$ cat src/rtl/board_engine.sv
// Sliding-tile board engine: one line per cycle move processing, LFSR tile spawn,
// and game-over/win evaluation over a registered N x N exponent grid.
module board_engine #(
    parameter int unsigned N       = 4,
    parameter int unsigned EW      = 4,
    parameter int unsigned WIN_EXP = 11,
    parameter logic [15:0] SEED    = 16'hACE1
) (
    input  logic              clk,
    input  logic              rst,
    input  logic              move_valid,
    input  logic [1:0]        move_dir,
    output logic              move_ready,
    input  logic              load_valid,
    input  logic [N*N*EW-1:0] load_board,
    output logic [N*N*EW-1:0] board_out,
    output logic [31:0]       score,
    output logic              move_done,
    output logic              moved,
    output logic              game_over,
    output logic              win
);

    localparam int unsigned CELLS = N * N;
    localparam int unsigned BW    = CELLS * EW;
    localparam int unsigned LBW   = N * EW;
    localparam int unsigned CW    = (CELLS > 1) ? $clog2(CELLS) : 1;
    localparam int unsigned LW    = (N > 1) ? $clog2(N) : 1;
    localparam logic [EW-1:0] EMAX      = '1;
    localparam logic [15:0]   LFSR_TAPS = 16'hB400;
    localparam logic [BW-1:0] RESET_BOARD =
        BW'(1) << (32'(SEED % 16'(CELLS)) * EW);

    typedef enum logic [1:0] {
        IDLE,
        LINE,
        SPAWN,
        CHECK
    } state_t;

    state_t          state_q, state_d;
    logic [BW-1:0]   board_q, board_d;
    logic [31:0]     score_q, score_d;
    logic [1:0]      dir_q, dir_d;
    logic [LW-1:0]   line_q, line_d;
    logic            changed_q, changed_d;
    logic [CW-1:0]   spawn_q, spawn_d;
    logic [15:0]     lfsr_q, lfsr_d;
    logic            done_q, done_d;
    logic            moved_q, moved_d;
    logic            over_q, over_d;
    logic            win_q, win_d;
    logic            ready_q, ready_d;

    logic [LBW-1:0]  line_in;
    logic [LBW-1:0]  line_mrg;
    logic [LBW-1:0]  line_out;
    logic [32:0]     line_acc;
    logic [EW-1:0]   mrg_e;

    // Board cell index of position pos (0 = move edge) within line ln for a direction.
    function automatic int unsigned cell_index(input logic [1:0] dir,
                                               input int unsigned ln,
                                               input int unsigned pos);
        case (dir)
            2'b00:   return ln * N + pos;
            2'b01:   return ln * N + (N - 1 - pos);
            2'b10:   return pos * N + ln;
            default: return (N - 1 - pos) * N + ln;
        endcase
    endfunction

    function automatic logic [LBW-1:0] compact(input logic [LBW-1:0] v);
        logic [LBW-1:0] r;
        int unsigned    wr;
        r  = '0;
        wr = 0;
        for (int unsigned p = 0; p < N; p++) begin
            if (v[p*EW +: EW] != '0) begin
                r[wr*EW +: EW] = v[p*EW +: EW];
                wr++;
            end
        end
        return r;
    endfunction

    // Adds 2^g to a score held in the low 32 bits, clamping at all-ones.
    function automatic logic [32:0] sat_add(input logic [32:0] acc, input logic [EW-1:0] g);
        logic [32:0] sum;
        if (32'(g) >= 32) begin
            return {1'b0, 32'hFFFF_FFFF};
        end
        sum = acc + (33'd1 << g);
        if (sum[32]) begin
            return {1'b0, 32'hFFFF_FFFF};
        end
        return sum;
    endfunction

    function automatic logic board_stuck(input logic [BW-1:0] b);
        logic        stuck;
        logic [EW-1:0] e;
        stuck = 1'b1;
        for (int unsigned r = 0; r < N; r++) begin
            for (int unsigned c = 0; c < N; c++) begin
                e = b[(r*N+c)*EW +: EW];
                if (e == '0) begin
                    stuck = 1'b0;
                end
                if (c < N - 1 && e != EMAX && e == b[(r*N+c+1)*EW +: EW]) begin
                    stuck = 1'b0;
                end
                if (r < N - 1 && e != EMAX && e == b[((r+1)*N+c)*EW +: EW]) begin
                    stuck = 1'b0;
                end
            end
        end
        return stuck;
    endfunction

    function automatic logic board_win(input logic [BW-1:0] b);
        logic hit;
        hit = 1'b0;
        for (int unsigned k = 0; k < CELLS; k++) begin
            if (32'(b[k*EW +: EW]) >= WIN_EXP) begin
                hit = 1'b1;
            end
        end
        return hit;
    endfunction

    // Gather the active line, ordered from the move edge outward.
    always_comb begin
        line_in = '0;
        for (int unsigned p = 0; p < N; p++) begin
            line_in[p*EW +: EW] = board_q[cell_index(dir_q, 32'(line_q), p)*EW +: EW];
        end
    end

    // Compact, single-pass merge from the edge (merged cell zeroes its partner), compact.
    always_comb begin
        line_mrg = compact(line_in);
        line_acc = {1'b0, score_q};
        mrg_e    = '0;
        for (int unsigned p = 0; p + 1 < N; p++) begin
            mrg_e = line_mrg[p*EW +: EW];
            if (mrg_e != '0 && mrg_e != EMAX && mrg_e == line_mrg[(p+1)*EW +: EW]) begin
                line_mrg[p*EW +: EW]     = mrg_e + EW'(1);
                line_mrg[(p+1)*EW +: EW] = '0;
                line_acc                 = sat_add(line_acc, mrg_e + EW'(1));
            end
        end
        line_out = compact(line_mrg);
    end

    always_comb begin
        state_d   = state_q;
        board_d   = board_q;
        score_d   = score_q;
        dir_d     = dir_q;
        line_d    = line_q;
        changed_d = changed_q;
        spawn_d   = spawn_q;
        lfsr_d    = lfsr_q[0] ? ((lfsr_q >> 1) ^ LFSR_TAPS) : (lfsr_q >> 1);
        done_d    = 1'b0;
        moved_d   = 1'b0;
        over_d    = over_q;
        win_d     = win_q;

        case (state_q)
            IDLE: begin
                if (load_valid) begin
                    board_d = load_board;
                    score_d = '0;
                    win_d   = 1'b0;
                    over_d  = board_stuck(load_board);
                end else if (move_valid) begin
                    dir_d     = move_dir;
                    line_d    = '0;
                    changed_d = 1'b0;
                    state_d   = LINE;
                end
            end
            LINE: begin
                for (int unsigned p = 0; p < N; p++) begin
                    board_d[cell_index(dir_q, 32'(line_q), p)*EW +: EW] = line_out[p*EW +: EW];
                end
                score_d   = line_acc[31:0];
                changed_d = changed_q | (line_out != line_in);
                if (line_q == LW'(N - 1)) begin
                    if (changed_d) begin
                        state_d = SPAWN;
                        spawn_d = CW'(lfsr_q % 16'(CELLS));
                    end else begin
                        state_d = CHECK;
                    end
                end else begin
                    line_d = line_q + LW'(1);
                end
            end
            SPAWN: begin
                // A changed board always has an empty cell, so this scan terminates.
                if (board_q[32'(spawn_q)*EW +: EW] == '0) begin
                    board_d[32'(spawn_q)*EW +: EW] = (lfsr_q[3:0] == 4'd0) ? EW'(2) : EW'(1);
                    state_d = CHECK;
                end else if (spawn_q == CW'(CELLS - 1)) begin
                    spawn_d = '0;
                end else begin
                    spawn_d = spawn_q + CW'(1);
                end
            end
            CHECK: begin
                over_d  = board_stuck(board_q);
                win_d   = win_q | board_win(board_q);
                done_d  = 1'b1;
                moved_d = changed_q;
                state_d = IDLE;
            end
            default: begin
                state_d = IDLE;
            end
        endcase

        ready_d = (state_d == IDLE);
    end

    always_ff @(posedge clk or posedge rst) begin
        if (rst) begin
            state_q   <= IDLE;
            board_q   <= RESET_BOARD;
            score_q   <= '0;
            dir_q     <= '0;
            line_q    <= '0;
            changed_q <= 1'b0;
            spawn_q   <= '0;
            lfsr_q    <= SEED;
            done_q    <= 1'b0;
            moved_q   <= 1'b0;
            over_q    <= 1'b0;
            win_q     <= 1'b0;
            ready_q   <= 1'b1;
        end else begin
            state_q   <= state_d;
            board_q   <= board_d;
            score_q   <= score_d;
            dir_q     <= dir_d;
            line_q    <= line_d;
            changed_q <= changed_d;
            spawn_q   <= spawn_d;
            lfsr_q    <= lfsr_d;
            done_q    <= done_d;
            moved_q   <= moved_d;
            over_q    <= over_d;
            win_q     <= win_d;
            ready_q   <= ready_d;
        end
    end

    assign move_ready = ready_q;
    assign board_out  = board_q;
    assign score      = score_q;
    assign move_done  = done_q;
    assign moved      = moved_q;
    assign game_over  = over_q;
    assign win        = win_q;

endmodule

$ cat config.mk
export PLATFORM = sky130hd
export DESIGN_NAME = board_engine
export DESIGN_NICKNAME = d
export VERILOG_FILES = /design/src/rtl/board_engine.sv
export SDC_FILE = /design/constraint.sdc
export NUM_CORES = 1
export LEC_CHECK = 0
export BUFFER_PORTS_ARGS = -buffer_cell sky130_fd_sc_hd__buf_2
export CORE_MARGIN = 4
export CORE_UTILIZATION = 45
export DETAILED_ROUTE_END_ITERATION = 10
export PLACE_DENSITY_LB_ADDON = 0.25
export SYNTH_ARGS = -nofsm -noshare
export SYNTH_HDL_FRONTEND = slang
export SYNTH_SLANG_ARGS = --single-unit
$ cat constraint.sdc
create_clock -name clk -period 21.8 [get_ports clk]
set_clock_uncertainty 0.1 [all_clocks]
set_input_delay 4.36 -clock clk [delete_from_list [all_inputs] [get_ports clk]]
set_output_delay 4.36 -clock clk [all_outputs]
set_load 0.02 [all_outputs]
==> results_dict.tcl <==
set metrics [dict create \
    status "finished clean" \
    first_iter_violations 4319 \
    dr.pass1.iters 7 \
    synth_cell_types 112 \
    vias 27589 \
    finalMaxSlewViolations 0 \
    final_cells 3926 \
    holdCritPathClass "flip-flop to flip-flop" \
    gp_congestion 1.142 \
    cts_buffers 17 \
    syn_area_um2 22630 \
    netlist_instances 3234 \
    post_cts_buffers 0 \
    rows 81 \
    antenna_left 0 \
    worst_skew_pair.late_latency_ns 0.49 \
    vias_per_cell 7.027 \
    route.detailed.drc 0 \
    hold_ws_ns 0.2460 \
    cts_tree "yes" \
    die_h_um 232.3 \
    yosys-top-cells-area "dfrtp_1 (13%), nand2_1 (6.1%), xor2_1 (5.9%)" \
    cp_slowest_cell "dfrtp_2" \
    grt_use_total_pct 42.32 \
    antenna_found_initial 7 \
    synth_warnings 0 \
    placedCellCount 3892 \
    synth_edf_count 0 \
    synthTopCellsByCount "nand2_1 (366), o21ai_0 (265), a21oi_1 (243)" \
    worst_path_largest_cell_delay_ns 0.85 \
    grt_start_max_net_pins 90 \
    clk_pin_slew_worst_paths_ns 0.07 \
    synthToLayoutAreaGrowth_pct 8.353 \
    crit_arrival_ns 19.08 \
    cts-root-buf "clkbuf_16" \
    critical_path.top_delay_family "compound AO/OA/AOI/OAI gates" \
    syn_avg_cell_area_um2 6.998 \
    hold_viol_final 0 \
    finalNetCount 3421 \
    start_util_pct 45.86 \
    rsz0062_at_grt "no" \
    core_area_um2 49360 \
    fin_tns_setup_ns 0 \
    hold_depth 0 \
    cts_max_level 4 \
    setup_viol 0 \
    synthMostInstantiatedCell "nand2_1" \
    highest_layer "met5" \
    cp_common_cell "o21ai_0" \
    post-route-min-period_ns 18.76 \
    async_flop_share_pct 100.0 \
    clk_path_buf_depth 2 \
    fin_util_pct 49.69 \
    grt_pass1_vias 25765 \
    cts-hold-fix-buffers 0 \
    critPathKind "flip-flop to flip-flop" \
    grt_pass1_wl_mm 171.6 \
    synth_seq_cells 128 \
    fmax_mhz 53.30 \
    die_area_um2 53950 \
    cts.sinks 128 \
    critical_path_depth 80 \
    max_slew_margin_pct 5.207 \
    period_share_pct 86.07 \
    gr-total-overflow 0 \
    endpoint_kind "flip-flop" \
    critPathMaxFanout 44 \
    wl_per_cell_um 30.23 \
    drive_gt1_share_pct 12.94 \
    synth_top_cell_by_area "dfrtp_1" \
    num_io_pins 171 \
    synth_top_cell_area_share_pct 13.05 \
    worstSetupStartpointType "flip-flop" \
    max_cap_viol_count 0 \
    post_cts_resize_count 0 \
    drt-met1-wl_mm 45.35 \
    yosysSeqAreaShare_pct 14.21 \
    syn-num-nets 3408 \
    synthFlopType "dfrtp_1" \
    wl_met2_mm 48.31 \
    io_buffers 170 \
    critPathBufInv 7 \
    tightest_slew_ns 1.422 \
    dieWidth_um 232.3 \
    hpwl_mm 88.68 \
    rr_worst_depth 80 \
    wirelength_mm 118.7 \
    crit_required_ns 22.12 \
    wl_met3_mm 16.24 \
]
kinds of logic (layout without fill, tap and decap cells):
group                    count (synthesis)  after routing  share of synthesized area, %
AND/OR/NAND/NOR                       1198           1198                         26.17
AO/OA/AOI/OAI                         1034           1034                         30.37
buffers and inverters                  374            400                         6.722
XOR/XNOR                               260            260                         10.06
multiplexers                           136            136                         6.556
flip-flops                             128            128                         14.21
adder cells (fa/ha/maj)                104            104                         5.915
other                                    0              2                             0
layout make-up:
| class | instances | area [um^2] |
|---|---|---|
| Fill cell | 5022 | 24830 |
| Antenna cell | 2 | 5.005 |
| Clock buffer | 19 | 442.9 |
| Clock inverter | 13 | 128.9 |
| Inverter | 106 | 402.9 |
| Timing Repair Buffer | 262 | 1541 |
| Sequential cell | 128 | 3223 |
| Tap cell | 664 | 830.8 |
| Multi-Input combinational cell | 2732 | 17950 |
layout by cell type (no fill, tap or decap), drive strengths merged, types with 46 or more instances in the layout:
cell / count
a21oi: 246
and2: 75
buf: 262
dfrtp: 118
ha: 99
inv: 108
mux2i: 93
nand2: 366
nand3: 98
nand4: 46
nor2: 230
nor2b: 54
nor3: 88
nor4: 94
o21ai: 285
o221ai: 52
xnor2: 107
xor2: 153
registers in the layout, indices dropped and copies added (netlist names):
name	cells
board_out	64
score	32
lfsr_q	16
spawn_q	4
dir_q	2
line_q	2
state_q	2
changed_q	1
game_over	1
move_done	1
move_ready	1
moved	1
win	1
routing by layer:
metal	vias up	global-route usage [%]
met4	8	24.32
met5	-	0.6434
met2	1990	61.16
met3	470	14.19
met1	13162	54.85
li1	11959	-
path summary, 6_finish.rpt:
path / from / end / slack, ns
worst max-delay path: dir_q[0] / score[29] / 3.04
worst min-delay path: lfsr_q[4] / lfsr_q[3] / 0.25
worst max register to register: dir_q[0] / score[29] / 3.04
worst min register to register: lfsr_q[4] / lfsr_q[3] / 0.25
max in group asynchronous: rst / line_q[0] / 16.20
min in group asynchronous: rst / spawn_q[1] / 3.89
through the flow:
stage               setup WS [ns]  cell area, um^2
detailed placement          3.567            23950
finish                      3.037            24520
CTS                         3.430            24520
global route                1.451            24520
global placement            4.051            23950
floorplan                   6.532            22630
Power is not shown: default switching activity piles up to over one toggle a cycle in this logic, so the estimate is an artifact.
